===== config.mk =====
export PLATFORM = sky130hd
export DESIGN_NAME = mem_lsu
export DESIGN_NICKNAME = d
export VERILOG_FILES = /design/src/rtl/mem_lsu.sv
export SDC_FILE = /design/constraint.sdc
export NUM_CORES = 1
export LEC_CHECK = 0
export ABC_AREA = 0
export BUFFER_PORTS_ARGS = -buffer_cell sky130_fd_sc_hd__buf_2
export CAP_MARGIN = 20
export CORE_MARGIN = 4
export CORE_UTILIZATION = 45
export CTS_CLUSTER_DIAMETER = 100
export DETAILED_ROUTE_END_ITERATION = 16
export PLACE_DENSITY = 0.76
export SLEW_MARGIN = 30
export SYNTH_ARGS = -nofsm -noshare
export SYNTH_HDL_FRONTEND = slang
export SYNTH_SLANG_ARGS = --single-unit

===== constraint.sdc =====
create_clock -name clk -period 5.5 [get_ports clk]
set_input_delay 0.825 -clock clk [delete_from_list [all_inputs] [get_ports clk]]
set_output_delay 0.825 -clock clk [all_outputs]
set_load 0.1 [all_outputs]

===== src/rtl/mem_lsu.sv =====
// Memory-stage load/store unit: aligns and formats RV32I loads/stores and runs a
// req/gnt/rvalid handshake on the data bus, stalling the pipeline until completion.
module mem_lsu #(
  parameter int unsigned BUS_TIMEOUT = 64
) (
  input  logic        clk,
  input  logic        rstn,
  input  logic        ex_mem_mem_read,
  input  logic        ex_mem_mem_write,
  input  logic [2:0]  ex_mem_funct3,
  input  logic [31:0] ex_mem_alu_result,
  input  logic [31:0] ex_mem_rs2_data,
  output logic [31:0] mem_mem_read_data,
  output logic        mem_stall,
  output logic        access_err,
  output logic        bus_err,
  output logic        dbus_req,
  output logic        dbus_we,
  output logic [31:0] dbus_addr,
  output logic [3:0]  dbus_be,
  output logic [31:0] dbus_wdata,
  input  logic        dbus_gnt,
  input  logic        dbus_rvalid,
  input  logic [31:0] dbus_rdata
);

  localparam int unsigned CntW = (BUS_TIMEOUT > 1) ? $clog2(BUS_TIMEOUT) : 1;
  localparam logic [CntW-1:0] CntMax = CntW'(BUS_TIMEOUT - 1);

  typedef enum logic [1:0] {StIdle, StReq, StResp, StDone} state_e;

  state_e      r_state, w_state_next;
  logic [CntW-1:0] r_cnt;
  logic        r_req, r_we, r_bus_err;
  logic [31:0] r_addr, r_wdata, r_rdata;
  logic [3:0]  r_be;
  logic [2:0]  r_funct3;
  logic [1:0]  r_off;

  logic        w_access, w_illegal, w_legal, w_timeout, w_abort;
  logic [3:0]  w_be;
  logic [31:0] w_wdata, w_shifted, w_load_data;

  assign w_access = ex_mem_mem_read | ex_mem_mem_write;
  assign w_legal  = w_access & ~w_illegal;
  assign w_timeout = (r_cnt == CntMax);
  // Timeout fires only when the awaited handshake did not arrive this cycle.
  assign w_abort  = w_timeout & (((r_state == StReq) & ~dbus_gnt) |
                                 ((r_state == StResp) & ~dbus_rvalid));

  // Decode funct3/alignment into a legality flag; unsigned sizes are loads only.
  always_comb begin
    w_illegal = 1'b0;
    case (ex_mem_funct3)
      3'b000:  w_illegal = 1'b0;
      3'b100:  w_illegal = ex_mem_mem_write;
      3'b001:  w_illegal = ex_mem_alu_result[0];
      3'b101:  w_illegal = ex_mem_alu_result[0] | ex_mem_mem_write;
      3'b010:  w_illegal = (ex_mem_alu_result[1:0] != 2'b00);
      default: w_illegal = 1'b1;
    endcase
  end

  // Build byte enables and lane-replicated store data.
  always_comb begin
    w_be    = 4'b1111;
    w_wdata = 32'h0;
    if (ex_mem_mem_write) begin
      case (ex_mem_funct3[1:0])
        2'b00: begin
          w_be    = 4'b0001 << ex_mem_alu_result[1:0];
          w_wdata = {4{ex_mem_rs2_data[7:0]}};
        end
        2'b01: begin
          w_be    = ex_mem_alu_result[1] ? 4'b1100 : 4'b0011;
          w_wdata = {2{ex_mem_rs2_data[15:0]}};
        end
        default: begin
          w_be    = 4'b1111;
          w_wdata = ex_mem_rs2_data;
        end
      endcase
    end
  end

  // Extract and extend the addressed byte/half from the returned word.
  always_comb begin
    w_shifted = dbus_rdata >> {r_off, 3'b000};
    case (r_funct3)
      3'b000:  w_load_data = {{24{w_shifted[7]}}, w_shifted[7:0]};
      3'b100:  w_load_data = {24'h0, w_shifted[7:0]};
      3'b001:  w_load_data = {{16{w_shifted[15]}}, w_shifted[15:0]};
      3'b101:  w_load_data = {16'h0, w_shifted[15:0]};
      default: w_load_data = w_shifted;
    endcase
  end

  // State register.
  always_ff @(posedge clk) begin
    if (!rstn) r_state <= StIdle;
    else       r_state <= w_state_next;
  end

  // Next-state logic.
  always_comb begin
    w_state_next = r_state;
    unique case (r_state)
      StIdle: if (w_legal) w_state_next = StReq;
      StReq: begin
        if (dbus_gnt)       w_state_next = r_we ? StDone : StResp;
        else if (w_timeout) w_state_next = StDone;
      end
      StResp: if (dbus_rvalid || w_timeout) w_state_next = StDone;
      StDone: w_state_next = StIdle;
    endcase
  end

  // Combinational outputs; held quiet while reset is asserted.
  always_comb begin
    mem_stall  = rstn & ((r_state == StReq) | (r_state == StResp) |
                         ((r_state == StIdle) & w_legal));
    access_err = rstn & (r_state == StIdle) & w_access & w_illegal;
  end

  // Handshake timer, restarted on every entry to REQ and RESP.
  always_ff @(posedge clk) begin
    if (!rstn) begin
      r_cnt <= '0;
    end else if ((r_state == StIdle) || (r_state == StDone) ||
                 ((r_state == StReq) && dbus_gnt)) begin
      r_cnt <= '0;
    end else if (!w_timeout) begin
      r_cnt <= r_cnt + 1'b1;
    end
  end

  // Bus request registers, load result and error pulse.
  always_ff @(posedge clk) begin
    if (!rstn) begin
      r_req     <= 1'b0;
      r_we      <= 1'b0;
      r_addr    <= 32'h0;
      r_be      <= 4'h0;
      r_wdata   <= 32'h0;
      r_funct3  <= 3'h0;
      r_off     <= 2'h0;
      r_rdata   <= 32'h0;
      r_bus_err <= 1'b0;
    end else begin
      r_bus_err <= w_abort;
      if (w_abort) r_rdata <= 32'h0;
      unique case (r_state)
        StIdle: begin
          if (w_legal) begin
            r_req    <= 1'b1;
            r_we     <= ex_mem_mem_write;
            r_addr   <= {ex_mem_alu_result[31:2], 2'b00};
            r_be     <= w_be;
            r_wdata  <= w_wdata;
            r_funct3 <= ex_mem_funct3;
            r_off    <= ex_mem_alu_result[1:0];
          end else if (ex_mem_mem_read && !ex_mem_mem_write) begin
            r_rdata <= 32'h0;
          end
        end
        StReq:  if (dbus_gnt || w_timeout) r_req <= 1'b0;
        StResp: if (dbus_rvalid) r_rdata <= w_load_data;
        StDone: ;
      endcase
    end
  end

  assign dbus_req          = r_req;
  assign dbus_we           = r_we;
  assign dbus_addr         = r_addr;
  assign dbus_be           = r_be;
  assign dbus_wdata        = r_wdata;
  assign mem_mem_read_data = r_rdata;
  assign bus_err           = r_bus_err;

endmodule


Word level (Yosys, flattened, before mapping) --
Index checks and enable logic that the tools add are counted.
Operators by class: bitwise gates (word level) 18, add/subtract/negate cells 1, shift operators 2, reduce and logical (&&, ||, !) cells 17, muxes and demuxes 21, equality and inequality tests 16
Operators with widths (count):
- two-way mux 32 bit | 5
- one-hot mux 32 bit (2 select lines) | 2
- one-hot mux 32 bit (4 select lines) | 1
- right shift 32 x 5 -> 32 bit | 1
- == test 3 bit, second input constant | 4
- bitwise AND 1 bit | 9
- two-way mux 2 bit | 4
- two-way mux 4 bit | 2
- one-hot mux 2 bit (4 select lines) | 1
- one-hot mux 4 bit (2 select lines) | 1
- adder 6 x 1 -> 6 bit, second input constant | 1
- == test 3 x 1 -> 1 bit, second input constant | 2
- == test 6 bit, second input constant | 1
- zero test 3 bit | 2
- AND reduction 3 bit | 2
- OR 1 bit | 5
- one-hot mux 1 bit (5 select lines) | 1
- == test 2 x 1 -> 1 bit, second input constant | 2
- == test 2 bit, second input constant | 2
- zero test 2 bit | 2
- logical OR 1 bit | 4
- inequality test 2 bit, second input constant | 2
- inverter 1 bit | 4
- nonzero test 2 bit | 2
- 10 further kinds | 13
Storage, ports and cells: output and inout port bits 105, input bits 105, bits in registers 114, word-level logic and storage cells 86

Longest topological paths before layout --
depth after elaboration 8, gate-level depth with buffers 8, gate-level depth less buffers 6

Worst setup path before layout --
Ideal clock, no wire load.
kind in2out, from in ex_mem_funct3[1], to out access_err, buffers on the path 1, stages 4, path slack 1.109 ns, arrival 3.566 ns, required time 4.675 ns, cell sequence clkbuf_1 a221oi_4 or2_2 nor3_1
On the way: cells in the longest elaborated chain, start to end 3, elaborated cells between the ends (all ways) 7, classes of those cells eq/ne: 4; mux: 1; bitwise: 1; reduce/logical: 1
RTL lines:
- start, declared | line 10 | input logic [2:0] ex_mem_funct3,
- == test 3 x 2 -> 1 bit (tied with other cells) | line 54 | case (ex_mem_funct3)
- one-hot mux 1 bit (5 select lines) (*) | line 54
- bitwise AND 1 bit (*) | line 122 | access_err = rstn & (r_state == StIdle) & w_access & w_illegal;
- end, declared | line 15 | output logic access_err,
Every way passes the cells marked *; elsewhere a longest branch is shown, timed or not.

Final worst setup path --
from in ex_mem_funct3[0], to out mem_stall
On the way: cells in the longest elaborated chain, start to end 7, elaborated cells between the ends (all ways) 11, classes of those cells eq/ne: 4; mux: 1; bitwise: 5; reduce/logical: 1
RTL lines:
- == test 3 x 2 -> 1 bit (tied with other cells) | line 54
- one-hot mux 1 bit (5 select lines) (*) | line 54
- inverter 1 bit (*) | line 45 | assign w_legal = w_access & ~w_illegal;
- bitwise AND 1 bit (*) | line 45
- bitwise AND 1 bit (*) | line 121 | ((r_state == StIdle) & w_legal));
- OR 1 bit (*) | line 120 | mem_stall = rstn & ((r_state == StReq) | (r_state == StResp) |
- bitwise AND 1 bit (*) | line 120
- end, declared | line 14 | output logic mem_stall,
Marked as above.

==> results.py <==
metrics = {
    "clocking": {
        "root_buffer": "clkbuf_16",
        "ctsHtreeMaxLevel": 4,
        "post_cts_buffers": 0,
        "hold_buffers": 0,
        "clock_latency_ns": 0.42,
        "cts.clk_slew.worst_paths_ns": 0.04,
        "numCtsBuffers": 17,
        "cts_tree": "done",
        "cts_max_path_buffers": 2,
        "cts_resized": 0,
        "clock_sinks": 114,
    },
    "sta": {
        "relSlewSlack_pct": 37.4,
        "final-max-slew-violation-count": 0,
        "setup_viol": 0,
        "fin_tns_setup_ns": 0,
        "finalHoldViolations": 0,
        "fin_skew_ns": 0.00926,
        "rsz0062_at_grt": "false",
        "max_freq_ghz": 0.273,
        "fin_crit_ns": 3.66,
        "worst_pin_slew_ns": 0.935,
        "fin_crit_sh_pct": 66.6,
    },
    "synth": {
        "ys_types": 51,
        "yosys-top-cells-area": "dfxtp_1 45%, mux2i_1 8.3%, nand2_1 7.5%, o2bb2ai_1 5.4%, a21boi_0 5.2%",
        "ys_ff_latch": 114,
        "synth_top_cell_area_share_pct": 45.2,
        "synthesis.area_um2": 5050,
        "synth_largest_area_cell": "dfxtp_1",
        "avgSynthCellArea_um2": 9.61,
        "synth.most_common_cell": "dfxtp_1",
        "synthArstFlopShare_pct": 0,
        "yosys_most_used_dff": "dfxtp_1",
        "synthCells": 526,
        "yosysSeqAreaShare_pct": 45.2,
        "synth_edf_count": 0,
        "yosys_warnings": 0,
        "synth_common_cells": "114 x dfxtp_1, 101 x nand2_1, 42 x mux2i_1",
    },
    "route": {
        "drt_iter0_markers": 330,
        "routedWlPerCell_um": 16.4,
        "num_vias": 4747,
        "ant_nets": 0,
        "routed_wl_um": 14200,
        "route.detailed.drc": 0,
        "avgViaCountPerCell": 5.46,
        "dr.pass1.iters": 5,
    },
    "placed_design": {
        "gp_congestion": 0.887,
        "place_hpwl_um": 10300,
        "placed_cell_area_um2": 6120,
        "placed_cells": 838,
        "port_buffers": 207,
    },
    "worst_setup_path": {
        "cp-start-kind": "input pin",
        "cp_max_fo": 36,
        "critPathKind": "input pin to output pin",
        "worst_ep_required_time_ns": 4.68,
        "end_kind": "output pin",
        "arrival_ns": 2.84,
    },
    "pwr": {
        "ir_worst_vdd_mv": 0.251,
        "p_comb_share_pct": 26.2,
        "switching_share_pct": 35.5,
        "cellLeakagePower_nw": 3.11,
        "clkPwrFrac_pct": 38.6,
        "power_frac_seq_pct": 35.3,
        "switching_power_uw": 916,
        "p_int_mw": 1.66,
        "powerDensity_nw_per_um2": 388,
    },
    "floorplanning": {
        "ios": 210,
        "rows": 38,
        "start_util_pct": 46.2,
        "core-area_um2": 10900,
        "dieArea_um2": 13000,
        "die-height_um": 114,
        "die_x_um": 114,
    },
    "global_routing": {
        "grt_pass1_vias": 4777,
        "grt_overflow_total": 0,
        "grt_pass1_wl_um": 22800,
        "grt_max_degree": 53,
        "track_usage_pct": 21.9,
        "grt_antenna_before_repair": 1,
    },
    "run": {
        "max_cap_violations": 0,
    },
    "worst_hold_path": {
        "min-delay-path-class": "register to register",
    },
    "cells_and_area": {
        "fillers": 929,
        "seqCellArea_um2": 2280,
        "drive_above_1_share_pct": 34.9,
        "multi_input_area_um2": 2570,
        "fin_nets": 826,
        "finalNonFillerCells": 869,
        "area_growth_pct": 31.5,
        "final_cell_area_um2": 6650,
    },
    "status": {
        "status": "finished, final reports clean",
    },
}
## per-layer routing
metal / GRT usage, % / up-vias / routed length [µm]
li1: - / 2289 / -
met1: 24.6 / 2219 / 5540
met2: 37.0 / 212 / 7090
met3: 7.75 / 27 / 1270
met4: 10.1 / 0 / 327
met5: 0 / - / 0
## power by group through the flow
stage | Sequential, mW | Combinational, mW | Clock (mW)
6_report | 0.909 | 0.675 | 0.993
4_1_cts | 0.908 | 0.677 | 1.01
2_1_floorplan | 1.24 | 0.225 | 0
3_5_place_dp | 0.924 | 0.675 | 0
5_1_grt | 0.914 | 0.711 | 1.05
3_3_place_gp | 0.922 | 0.667 | 0
## per-stage QoR
| step | power, mW | setup WS [ns] | utilization [%] | hold WS (ns) |
|---|---|---|---|---|
| after CTS | 2.59 | 1.81 | 60.8 | 0.458 |
| after detailed placement | 1.60 | 1.83 | 55.9 | 0.442 |
| final | 2.58 | 1.84 | 60.8 | 0.457 |
| after floorplan | 1.46 | 1.11 | - | 0.449 |
| after global routing | 2.67 | 1.69 | 60.8 | 0.470 |
| after global placement | 1.59 | 1.86 | 55.9 | 0.439 |
## worst paths after layout
| kind | depth (start not counted) | slack [ns] | endpoint | from |
|---|---|---|---|---|
| worst max-delay path | 5 | 1.84 | mem_stall | ex_mem_funct3[0] |
| worst min-delay path | 1 | 0.46 | mem_mem_read_data[11] | mem_mem_read_data[11] |
| worst max register to register | 6 | 3.17 | mem_mem_read_data[27] | r_state[0] |
| worst min register to register | 1 | 0.46 | mem_mem_read_data[11] | mem_mem_read_data[11] |
## worst max-delay path, stage by stage
cell and delay, ns:
buf_2 0.24, nor4_4 0.44, o221a_2 0.72, o21a_1 0.18, buf_2 0.42
## cell type report
class / count / area share, %
well taps: 140 / 2.64
clock buffers: 23 / 7.04
inverters: 5 / 0.282
multi-input cells: 367 / 38.6
repair buffers: 212 / 16.2
clock inverters: 7 / 0.904
diodes: 1 / 0.0377
flip-flops and latches: 114 / 34.3
## cell families (layout without fill, tap and decap cells)
kind of cell             after synthesis  after routing  synth area share (%)
AO/OA/AOI/OAI                        158            158                  25.2
XOR/XNOR                               3              3                 0.520
adder cells (fa/ha/maj)                4              4                 0.990
multiplexers                          46             46                  9.66
other                                  1              3                0.0742
AND/OR/NAND/NOR                      154            154                  14.1
buffers and inverters                 46            247                  4.38
flip-flops                           114            114                  45.2
## state kept, by name (all words and copies together), names as in the netlist, 2 cells and up
signal / cells
dbus_wdata: 32
mem_mem_read_data: 32
dbus_addr: 30
r_cnt: 6
dbus_be: 4
r_funct3: 3
r_off: 2
r_state: 2
## cells in the final DEF, fill, tap and decap left out, types with 8 or more instances in the layout
cell / Yosys / layout
a211o_1: 15 / 15
a21boi_0: 35 / 35
a21oi_1: 14 / 14
a221o_1: 8 / 8
a22o_1: 17 / 17
buf_2: 15 / 207
clkbuf_16: 0 / 17
dfxtp_1: 114 / 114
mux2i_1: 42 / 42
nand2_1: 101 / 101
nor2_1: 13 / 13
nor2b_1: 9 / 9
o21ai_0: 13 / 13
o2bb2ai_1: 31 / 31
(Power assumes the default switching activity.)
